### config.mk
export PLATFORM = sky130hd
export DESIGN_NAME = phys_reg_free_list
export DESIGN_NICKNAME = d
export VERILOG_FILES = /design/src/rtl/phys_reg_free_list.sv
export SDC_FILE = /design/constraint.sdc
export NUM_CORES = 1
export LEC_CHECK = 0
export ABC_CLOCK_PERIOD_IN_PS = 3900
export BUFFER_PORTS_ARGS = -buffer_cell sky130_fd_sc_hd__buf_2
export CAP_MARGIN = 20
export CORE_ASPECT_RATIO = 1.4
export CORE_UTILIZATION = 50
export DETAILED_ROUTE_END_ITERATION = 16
export GPL_TIMING_DRIVEN = 0
export PLACE_DENSITY = 0.65
export SYNTH_ARGS = -nofsm -noshare
export SYNTH_HDL_FRONTEND = slang
export SYNTH_SLANG_ARGS = --single-unit
### constraint.sdc
create_clock -name CLK -period 3.9 [get_ports CLK]
set_clock_uncertainty 0.1 [all_clocks]
set_input_delay 0.78 -clock CLK [delete_from_list [all_inputs] [get_ports CLK]]
set_output_delay 0.78 -clock CLK [all_outputs]
set_load 0.02 [all_outputs]
### src/rtl/phys_reg_free_list.sv
// Circular free list of physical register tags with per-checkpoint head snapshots for rollback.
// Optional FREE_LIST_BYPASS_EN forwards an enqueued tag straight to deq_tag when the list is empty.
module phys_reg_free_list #(
  parameter int NUM_PHYS_REGS      = 64,
  parameter int NUM_ARCH_REGS      = 32,
  parameter int CHECKPOINT_COLUMNS = 4,
  parameter int FL_DEPTH           = NUM_PHYS_REGS - NUM_ARCH_REGS,
  localparam int TAG_W = $clog2(NUM_PHYS_REGS),
  localparam int IDX_W = $clog2(FL_DEPTH),
  localparam int PTR_W = IDX_W + 1,
  localparam int COL_W = $clog2(CHECKPOINT_COLUMNS)
) (
  input  logic             CLK,
  input  logic             nRST,
  input  logic             deq_req,
  output logic             deq_valid,
  output logic [TAG_W-1:0] deq_tag,
  input  logic             enq_valid,
  input  logic [TAG_W-1:0] enq_tag,
  input  logic             save_valid,
  input  logic [COL_W-1:0] save_column,
  input  logic             restore_valid,
  input  logic [COL_W-1:0] restore_column,
  output logic [PTR_W-1:0] free_count,
  output logic             overflow_err
);

  logic [TAG_W-1:0] entries [FL_DEPTH];
  logic [PTR_W-1:0] ckpt    [CHECKPOINT_COLUMNS];
  logic [PTR_W-1:0] head, tail;
  logic [PTR_W-1:0] head_adv, head_next, tail_next;
  logic             empty, full;
  logic             deq_fire, enq_fire, enq_drop, bypass_fire;

  always_comb begin
    empty       = (head == tail);
    full        = (head[IDX_W-1:0] == tail[IDX_W-1:0]) && (head[IDX_W] != tail[IDX_W]);
    deq_valid   = !empty;
    deq_tag     = entries[head[IDX_W-1:0]];
    bypass_fire = 1'b0;
`ifdef FREE_LIST_BYPASS_EN
    // Empty list: the freed tag is handed out directly and never touches storage if consumed.
    if (empty && enq_valid && !restore_valid) begin
      deq_valid   = 1'b1;
      deq_tag     = enq_tag;
      bypass_fire = deq_req;
    end
`endif
    deq_fire  = deq_req && !empty && !restore_valid;
    enq_fire  = enq_valid && !bypass_fire && (!full || deq_fire);
    enq_drop  = enq_valid && full && !deq_fire;
    head_adv  = head + PTR_W'(deq_fire);
    head_next = restore_valid ? ckpt[restore_column] : head_adv;
    tail_next = tail + PTR_W'(enq_fire);
  end

  assign free_count = tail - head;

  always_ff @(posedge CLK or negedge nRST) begin
    if (!nRST) begin
      head <= '0;
      tail <= PTR_W'(FL_DEPTH);
    end else begin
      head <= head_next;
      tail <= tail_next;
    end
  end

  always_ff @(posedge CLK or negedge nRST) begin
    if (!nRST) begin
      for (int i = 0; i < FL_DEPTH; i++) entries[i] <= TAG_W'(NUM_ARCH_REGS + i);
    end else if (enq_fire) begin
      entries[tail[IDX_W-1:0]] <= enq_tag;
    end
  end

  // Snapshot is head after this cycle's dequeue, so the branch's own tag stays allocated.
  always_ff @(posedge CLK or negedge nRST) begin
    if (!nRST) begin
      for (int c = 0; c < CHECKPOINT_COLUMNS; c++) ckpt[c] <= '0;
    end else if (save_valid && !restore_valid) begin
      ckpt[save_column] <= head_adv;
    end
  end

  always_ff @(posedge CLK or negedge nRST) begin
    if (!nRST)         overflow_err <= 1'b0;
    else if (enq_drop) overflow_err <= 1'b1;
  end

endmodule

==> results of run 1 <==
==> power breakdown <==
group | total [uW] | switching (uW) | internal (uW)
clock | 2360 | 917 | 1440
sequential | 4180 | 526 | 3660
combinational | 3810 | 1950 | 1860
total | 10400 | 3390 | 6960
==> stage by stage <==
step	setup TNS, ps	hold WS (ps)
3_5_place_dp	-6953	338.9
3_3_place_gp	-225300	335.7
6_report	0	182.8
4_1_cts	0	220.6
5_1_grt	0	241.2
2_1_floorplan	0	344.8
==> final cells by class <==
| class | instances | area (sq um) | share of cell area |
|---|---|---|---|
| multi-input combinational | 463 | 4786 | 0.3908 |
| tap | 260 | 325.3 | 0.02656 |
| sequential | 229 | 5873 | 0.4796 |
| buffer | 46 | 239.0 | 0.01951 |
| clock buffer | 30 | 651.9 | 0.05323 |
| timing repair buffer | 28 | 172.7 | 0.01410 |
| clock inverter | 11 | 157.7 | 0.01287 |
| inverter | 11 | 41.29 | 0.003371 |
==> worst max-delay path by stage <==
stage | startpoint | to | slack, ps | cells past startpoint
2_1_floorplan | head[1] | free_count[5] | 780 | 8
4_1_cts | head[0] | deq_tag[4] | 20 | 7
6_report | head[0] | deq_tag[4] | 170 | 9
3_5_place_dp | head[1] | entries[44] | -300 | 8
5_1_grt | head[0] | deq_tag[3] | 7 | 9
3_3_place_gp | nRST | ckpt[6] | -1620 | 1
==> layer usage <==
metal | routed length (um) | share of wire
met5 | 0 | 0
met4 | 961 | 0.036
met3 | 917 | 0.034
met2 | 14340 | 0.54
met1 | 10540 | 0.39
==> cell families (layout without fill, tap and decap cells) <==
logic type / count (synthesis) / in the layout / synth area share
AO/OA/AOI/OAI: 78 / 78 / 0.05129
XOR/XNOR: 12 / 12 / 0.009638
adder cells (fa/ha/maj): 10 / 10 / 0.01216
buffers and inverters: 57 / 126 / 0.02364
flip-flops: 229 / 229 / 0.5385
multiplexers: 268 / 268 / 0.3195
AND/OR/NAND/NOR: 95 / 95 / 0.04532
==> worst max-delay path, delay by kind of cell, from the launching register on <==
kind / cells / cell delay, ps
mux: 1 / 260
compound gates: 3 / 600
flops: 1 / 380
buf+inv: 5 / 1090
==> what timing repair did <==
| action | CTS | global route |
|---|---|---|
| resized for setup | 8 | 5 |
| hold endpoints to repair | 0 | 0 |
| endpoints found under the setup margin | 110 | 7 |
| hold buffers | 0 | 0 |
==> Yosys cell counts, types with 3 or more instances <==
library cell  count  area, sq um
a41o_1            3        30.03
and3_1            3        18.77
nand3_1           8        40.04
a22oi_1           6        45.04
clkbuf_1         31        116.4
o221ai_1         12        105.1
mux2_2          196         2207
nor2_1           23        86.33
dfrtp_1         116         2903
mux2i_1          24        240.2
nor2b_1           4        25.02
a41oi_2           3        48.80
o21ai_0           5        25.02
nand2_1          24        90.09
inv_1             9        33.78
mux4_2           42        945.9
buf_2             5        25.02
nor3_1            3        15.01
buf_4             8        60.06
a21oi_1          30        150.1
xnor2_1          10        87.58
nor2_2            9        56.30
nor3b_1           4        30.03
a211oi_1          7        52.55
mux2_4            6        90.09
dfstp_2         113         2969
ha_1              9        112.6
nand3b_1          6        45.04
a22o_1            6        52.55
==> registers in the layout, indices dropped and copies added, names as in the netlist <==
name,count
ckpt,24
overflow_err,1
tail,6
entries,192
head,6
==> run_results.csv, run 1 <==
group,metric,value,unit
timing,final_max_slew_viol_count,0,
placed_design,gp_congestion,0.8187,
routing,drt-total-wl,26760,um
logic_synthesis,async_flop_share,1.000,
pwr,powerDensity,845.4,nW/um^2
timing,finalSetupViolations,0,
global_route,track_usage,0.2521,
cells_and_area,layout_commonest_cell,"mux2_2",
cells_and_area,num_antenna_cells,0,
floorplan,die_h,176.7,um
pwr,vdd_drop_max,0.5108,mV
global_route,busiest_layer,"met2",
logic_synthesis,synth_edf_count,0,
hold_path,hp-class,"in -> async",
floorplan,row_count,63,
cells_and_area,fin_cells,1078,
floorplan,die-area,22410,sq um
run,maxCapViolCount,0,
clocking,clockBufferDepth,3,
global_route,overflow,0,
cells_and_area,fin_area,12250,sq um
logic_synthesis,ys_seq_area_frac,0.5385,
cells_and_area,fillers,1730,
logic_synthesis,netlist_area,10900,sq um
logic_synthesis,netlist_instances,749,
logic_synthesis,ys.flop_type,"dfrtp_1",
timing,max-slew-margin-rel,0.3316,
clocking,htree_num_levels,1,
cells_and_area,fin_nets,828,
clocking,clock_sinks,229,
setup_path,cp_slowest_cell,"dfrtp_1",
clocking,post_cts_buffers,0,
timing,worst_pin_slew,1000,ps
setup_path,critical_path_class,"reg -> out",
placed_design,placedCellCount,1037,
global_route,grt_use_met1,0.3069,
setup_path,path_cells,"buf_4 > buf_6 > buf_6 > buf_4 > mux2i_1 > o221ai_1 > a211oi_1 > a21oi_1 > buf_2",
setup_path,path_max_fanout,10,
pwr,leakagePower,0.005067,uW
clocking,cts_buffers,23,
routing,ant_nets,0,
logic_synthesis,yosysWarnings,0,
placed_design,dp_hpwl,19150,um
outcome,status,"finished clean",
logic_synthesis,synth_seq_cells,229,
global_route,globalRouteMet2Util,0.4602,
clocking,cts_tree,"yes",
cells_and_area,final_cell_mix,"mux2_2, dfrtp_1, dfstp_2",
timing,fmax,268.3,MHz
logic_synthesis,synth.net_count,775,
timing,period_minus_slack,3727,ps
routing,first_iter_violations,316,
routing,wl_per_cell,24.83,um
logic_synthesis,synth_cell_types,48,
cells_and_area,drive_above_1_share,0.5587,
floorplan,die_x,126.8,um
timing,period_share,0.9557,
routing,drc,0,
pwr,total_power,10350,uW
global_route,grt_max_degree,135,
setup_path,max_stage_delay,380,ps
floorplan,core,21280,sq um
clocking,clkTransAtPathRegs,70,ps
routing,drtPass1Iterations,4,
timing,final.setup.worst_slack,172.9,ps
floorplan,ioPinCount,30,
setup_path,timing.rr.end,"entries[44]",
timing,hold_violations,0,
cells_and_area,areaGrowthSynthToFinish,12.31,%
clocking,clk_latency,500,ps
global_route,grt_pass1_vias,7181,
logic_synthesis,avgSynthCellArea,14.56,sq um
routing,via_per_inst,6.110,
floorplan,start_util,0.5123,
setup_path,ff2ff_path_depth,6,
setup_path,crit_required,3020,ps
global_route,antenna_found_initial,0,
setup_path,crit_path_end_kind,"output port",
setup_path,critPathLaunchType,"flop",
setup_path,r2r_start,"head[4]",
timing,rsz0062_at_grt,"no",
setup_path,arrival,2850,ps
placed_design,port_buffers,27,
placed_design,dpl_cell_area,11400,sq um
placed_design,dp_slack,-304.7,ps
global_route,grt_pass1_wl,42350,um
cells_and_area,fin_util,0.5754,
global_route,grt_use_met3,0.02600,
setup_path,rrSetupSlack,340,ps
routing,vias,6587,
clocking,root_buffer,"clkbuf_16",
No activity file was read; power rests on OpenSTA's default activity.
==> run 2: changes to the inputs <==
--- a/config.mk
+++ b/config.mk
@@ -5,7 +5,7 @@
 export SDC_FILE = /design/constraint.sdc
 export NUM_CORES = 1
 export LEC_CHECK = 0
-export ABC_CLOCK_PERIOD_IN_PS = 3900
+export ABC_CLOCK_PERIOD_IN_PS = 3800
 export BUFFER_PORTS_ARGS = -buffer_cell sky130_fd_sc_hd__buf_2
 export CAP_MARGIN = 20
 export CORE_ASPECT_RATIO = 1.4
==> constraint.sdc (replaced) <==
create_clock -name CLK -period 3.8 [get_ports CLK]
set_clock_uncertainty 0.1 [all_clocks]
set_input_delay 0.76 -clock CLK [delete_from_list [all_inputs] [get_ports CLK]]
set_output_delay 0.76 -clock CLK [all_outputs]
set_load 0.02 [all_outputs]
==> run 2 against run 1 <==
Total power grew 2.8%. Sequential power grew 3%. Non-clock buffer count is the same. Clock power grew 3%. Count of clock-buffer cells in the layout unchanged. Register-to-register slack worse by 70 ps. Die area is the same. Combinational power up 3%. Critical path depth did not move. Global-route usage is essentially flat. Cell count stayed put. Flip-flop and latch count unchanged.
==> run_results.csv, run 2 (synthesis gave the netlist of run 1 again) <==
group,metric,value,unit
outcome,status,"finished clean",
clocking,clockBufferDepth,3,
pwr,power.share.clock,0.227,
global_route,grt_pass1_wl,42330,um
setup_path,path_max_fanout,10,
timing,hold_violations,0,
setup_path,path_cells,"buf_4 > buf_4 > inv_1 > ha_1 > nor2b_1 > o21ai_1 > a21oi_1 > o211ai_1 > buf_2",
global_route,grt_pass1_vias,7178,
pwr,vdd_drop_max,0.5223,mV
floorplan,die-area,22410,sq um
cells_and_area,areaGrowthSynthToFinish,12.46,%
setup_path,crit_required,2940,ps
routing,drtPass1Iterations,5,
setup_path,cp_slowest_cell,"dfrtp_2",
floorplan,start_util,0.5123,
placed_design,gp_congestion,0.8187,
floorplan,row_count,63,
floorplan,core,21280,sq um
clocking,clk_latency,500,ps
clocking,clock_sinks,229,
cells_and_area,largestRegisters,"entries: 192 flops, ckpt: 24 flops",
pwr,internal_power,7157,uW
floorplan,ioPinCount,30,
setup_path,timing.rr.end,"entries[44]",
setup_path,cp_top_family,"buffers and inverters",
cells_and_area,fillers,1726,
global_route,track_usage,0.2520,
cells_and_area,fin_nets,828,
setup_path,critical_path_class,"reg -> out",
pwr,pwr-share-seq,0.404,
pwr,p_switching,3490,uW
timing,period_minus_slack,3687,ps
setup_path,r2r_start,"head[4]",
routing,via_per_inst,6.099,
setup_path,rrSetupSlack,270,ps
cells_and_area,regMostFlops,"entries",
pwr,power_frac_comb,0.369,
routing,wl_met1,10660,um
routing,route.met2.wl,14340,um
cells_and_area,drive_above_1_share,0.5599,
clocking,root_buffer,"clkbuf_16",
pwr,total_power,10650,uW
setup_path,ff2ff_path_depth,6,
timing,final_max_slew_viol_count,0,
routing,first_iter_violations,340,
setup_path,critPathLaunchType,"flop",
timing,finalSetupViolations,0,
routing,wl_met3,790,um
setup_path,path_buf_inv,4,
timing,rsz0062_at_grt,"no",
cells_and_area,layout_commonest_cell,"mux2_2",
cells_and_area,fin_area,12260,sq um
global_route,grt_max_degree,135,
setup_path,crit_path_end_kind,"output port",
timing,period_share,0.9701,
setup_path,max_stage_delay,470,ps
routing,routed.top_layer,"met4",
routing,drt-total-wl,26760,um
floorplan,die_x,126.8,um
pwr,swShare,0.3278,
timing,max-slew-margin-rel,0.3209,
setup_path,arrival,2830,ps
timing,fmax,271.3,MHz
clocking,clkTransAtPathRegs,60,ps
timing,worst_pin_slew,1016,ps
placed_design,port_buffers,27,
clocking,htree_num_levels,1,
routing,ant_nets,0,
cells_and_area,num_antenna_cells,0,
floorplan,die_h,176.7,um
cells_and_area,largest_reg_flops,192,
pwr,leakagePower,0.005071,uW
placed_design,dpl_cell_area,11400,sq um
setup_path,startpoint,"head[1]",
global_route,overflow,0,
setup_path,cpMostUsedCell,"buf_4",
hold_path,hp-class,"in -> async",
cells_and_area,final_cell_mix,"mux2_2, dfrtp_1, dfstp_2",
cells_and_area,multi_input_area,4791,sq um
placed_design,dp_hpwl,19150,um
cells_and_area,register_area,5873,sq um
pwr,powerDensity,868.2,nW/um^2
global_route,antenna_found_initial,0,
routing,wl_per_cell,24.82,um
routing,drc,0,
clocking,cts_tree,"yes",
routing,vias,6575,
run,maxCapViolCount,0,
clocking,cts_buffers,23,
run 2: cell types whose count changed in the layout (fill, tap and decap cells not counted):
cell,before,now
a211oi_1,7,6
a211oi_2,0,1
buf_4,6,4
buf_6,5,6
buf_8,1,2
run 2: repair_timing:
action,CTS,global route
endpoints found under the setup margin,185,6
buffers inserted,0,0
resized for setup,12,5
hold buffers,0,0
run 2: worst max path at each step:
| stage | to | slack [ps] | cells past startpoint |
|---|---|---|---|
| 6_report | free_count[5] | 110 | 9 |
| 2_1_floorplan | free_count[5] | 700 | 8 |
| 4_1_cts | deq_tag[3] | 5 | 9 |
| 5_1_grt | deq_tag[3] | 2 | 7 |
| 3_5_place_dp | entries[44] | -400 | 8 |
| 3_3_place_gp | ckpt[6] | -1700 | 1 |
run 2: area by class of cell:
class,count,area share
Clock buffer,30,0.05316
Buffer,46,0.02041
Clock inverter,11,0.01286
Tap cell,260,0.02653
Multi-Input combinational cell,463,0.3907
Inverter,11,0.003367
Timing Repair Buffer,28,0.01408
Sequential cell,229,0.4789
run 2: through the flow:
step / hold WS (ps) / util / cells / worst slack (ps) / setup TNS (ps)
floorplan: 344.8 / - / 749 / 699.3 / 0
global placement: 335.7 / 0.5340 / 1036 / -1701 / -252430
detailed placement: 338.9 / 0.5357 / 1037 / -404.7 / -19660
CTS: 200.6 / 0.5753 / 1078 / 5.095 / 0
global route: 221.2 / 0.5762 / 1078 / 1.579 / 0
finish: 177.6 / 0.5762 / 1078 / 113.5 / 0
run 2: metal layers:
metal  up-vias  global-route usage
met3        43             0.02600
met5         -                   0
met1      3495              0.3069
met2       138              0.4590
li1       2899                   -
met4         0             0.09673
run 2: power by group through the flow:
stage	sequential, uW	combinational [uW]	clock [uW]
3_3_place_gp	4230	3750	0
3_5_place_dp	4330	3890	0
4_1_cts	4290	3940	2470
5_1_grt	4420	4230	2560
6_report	4300	3930	2420
2_1_floorplan	4120	2890	0
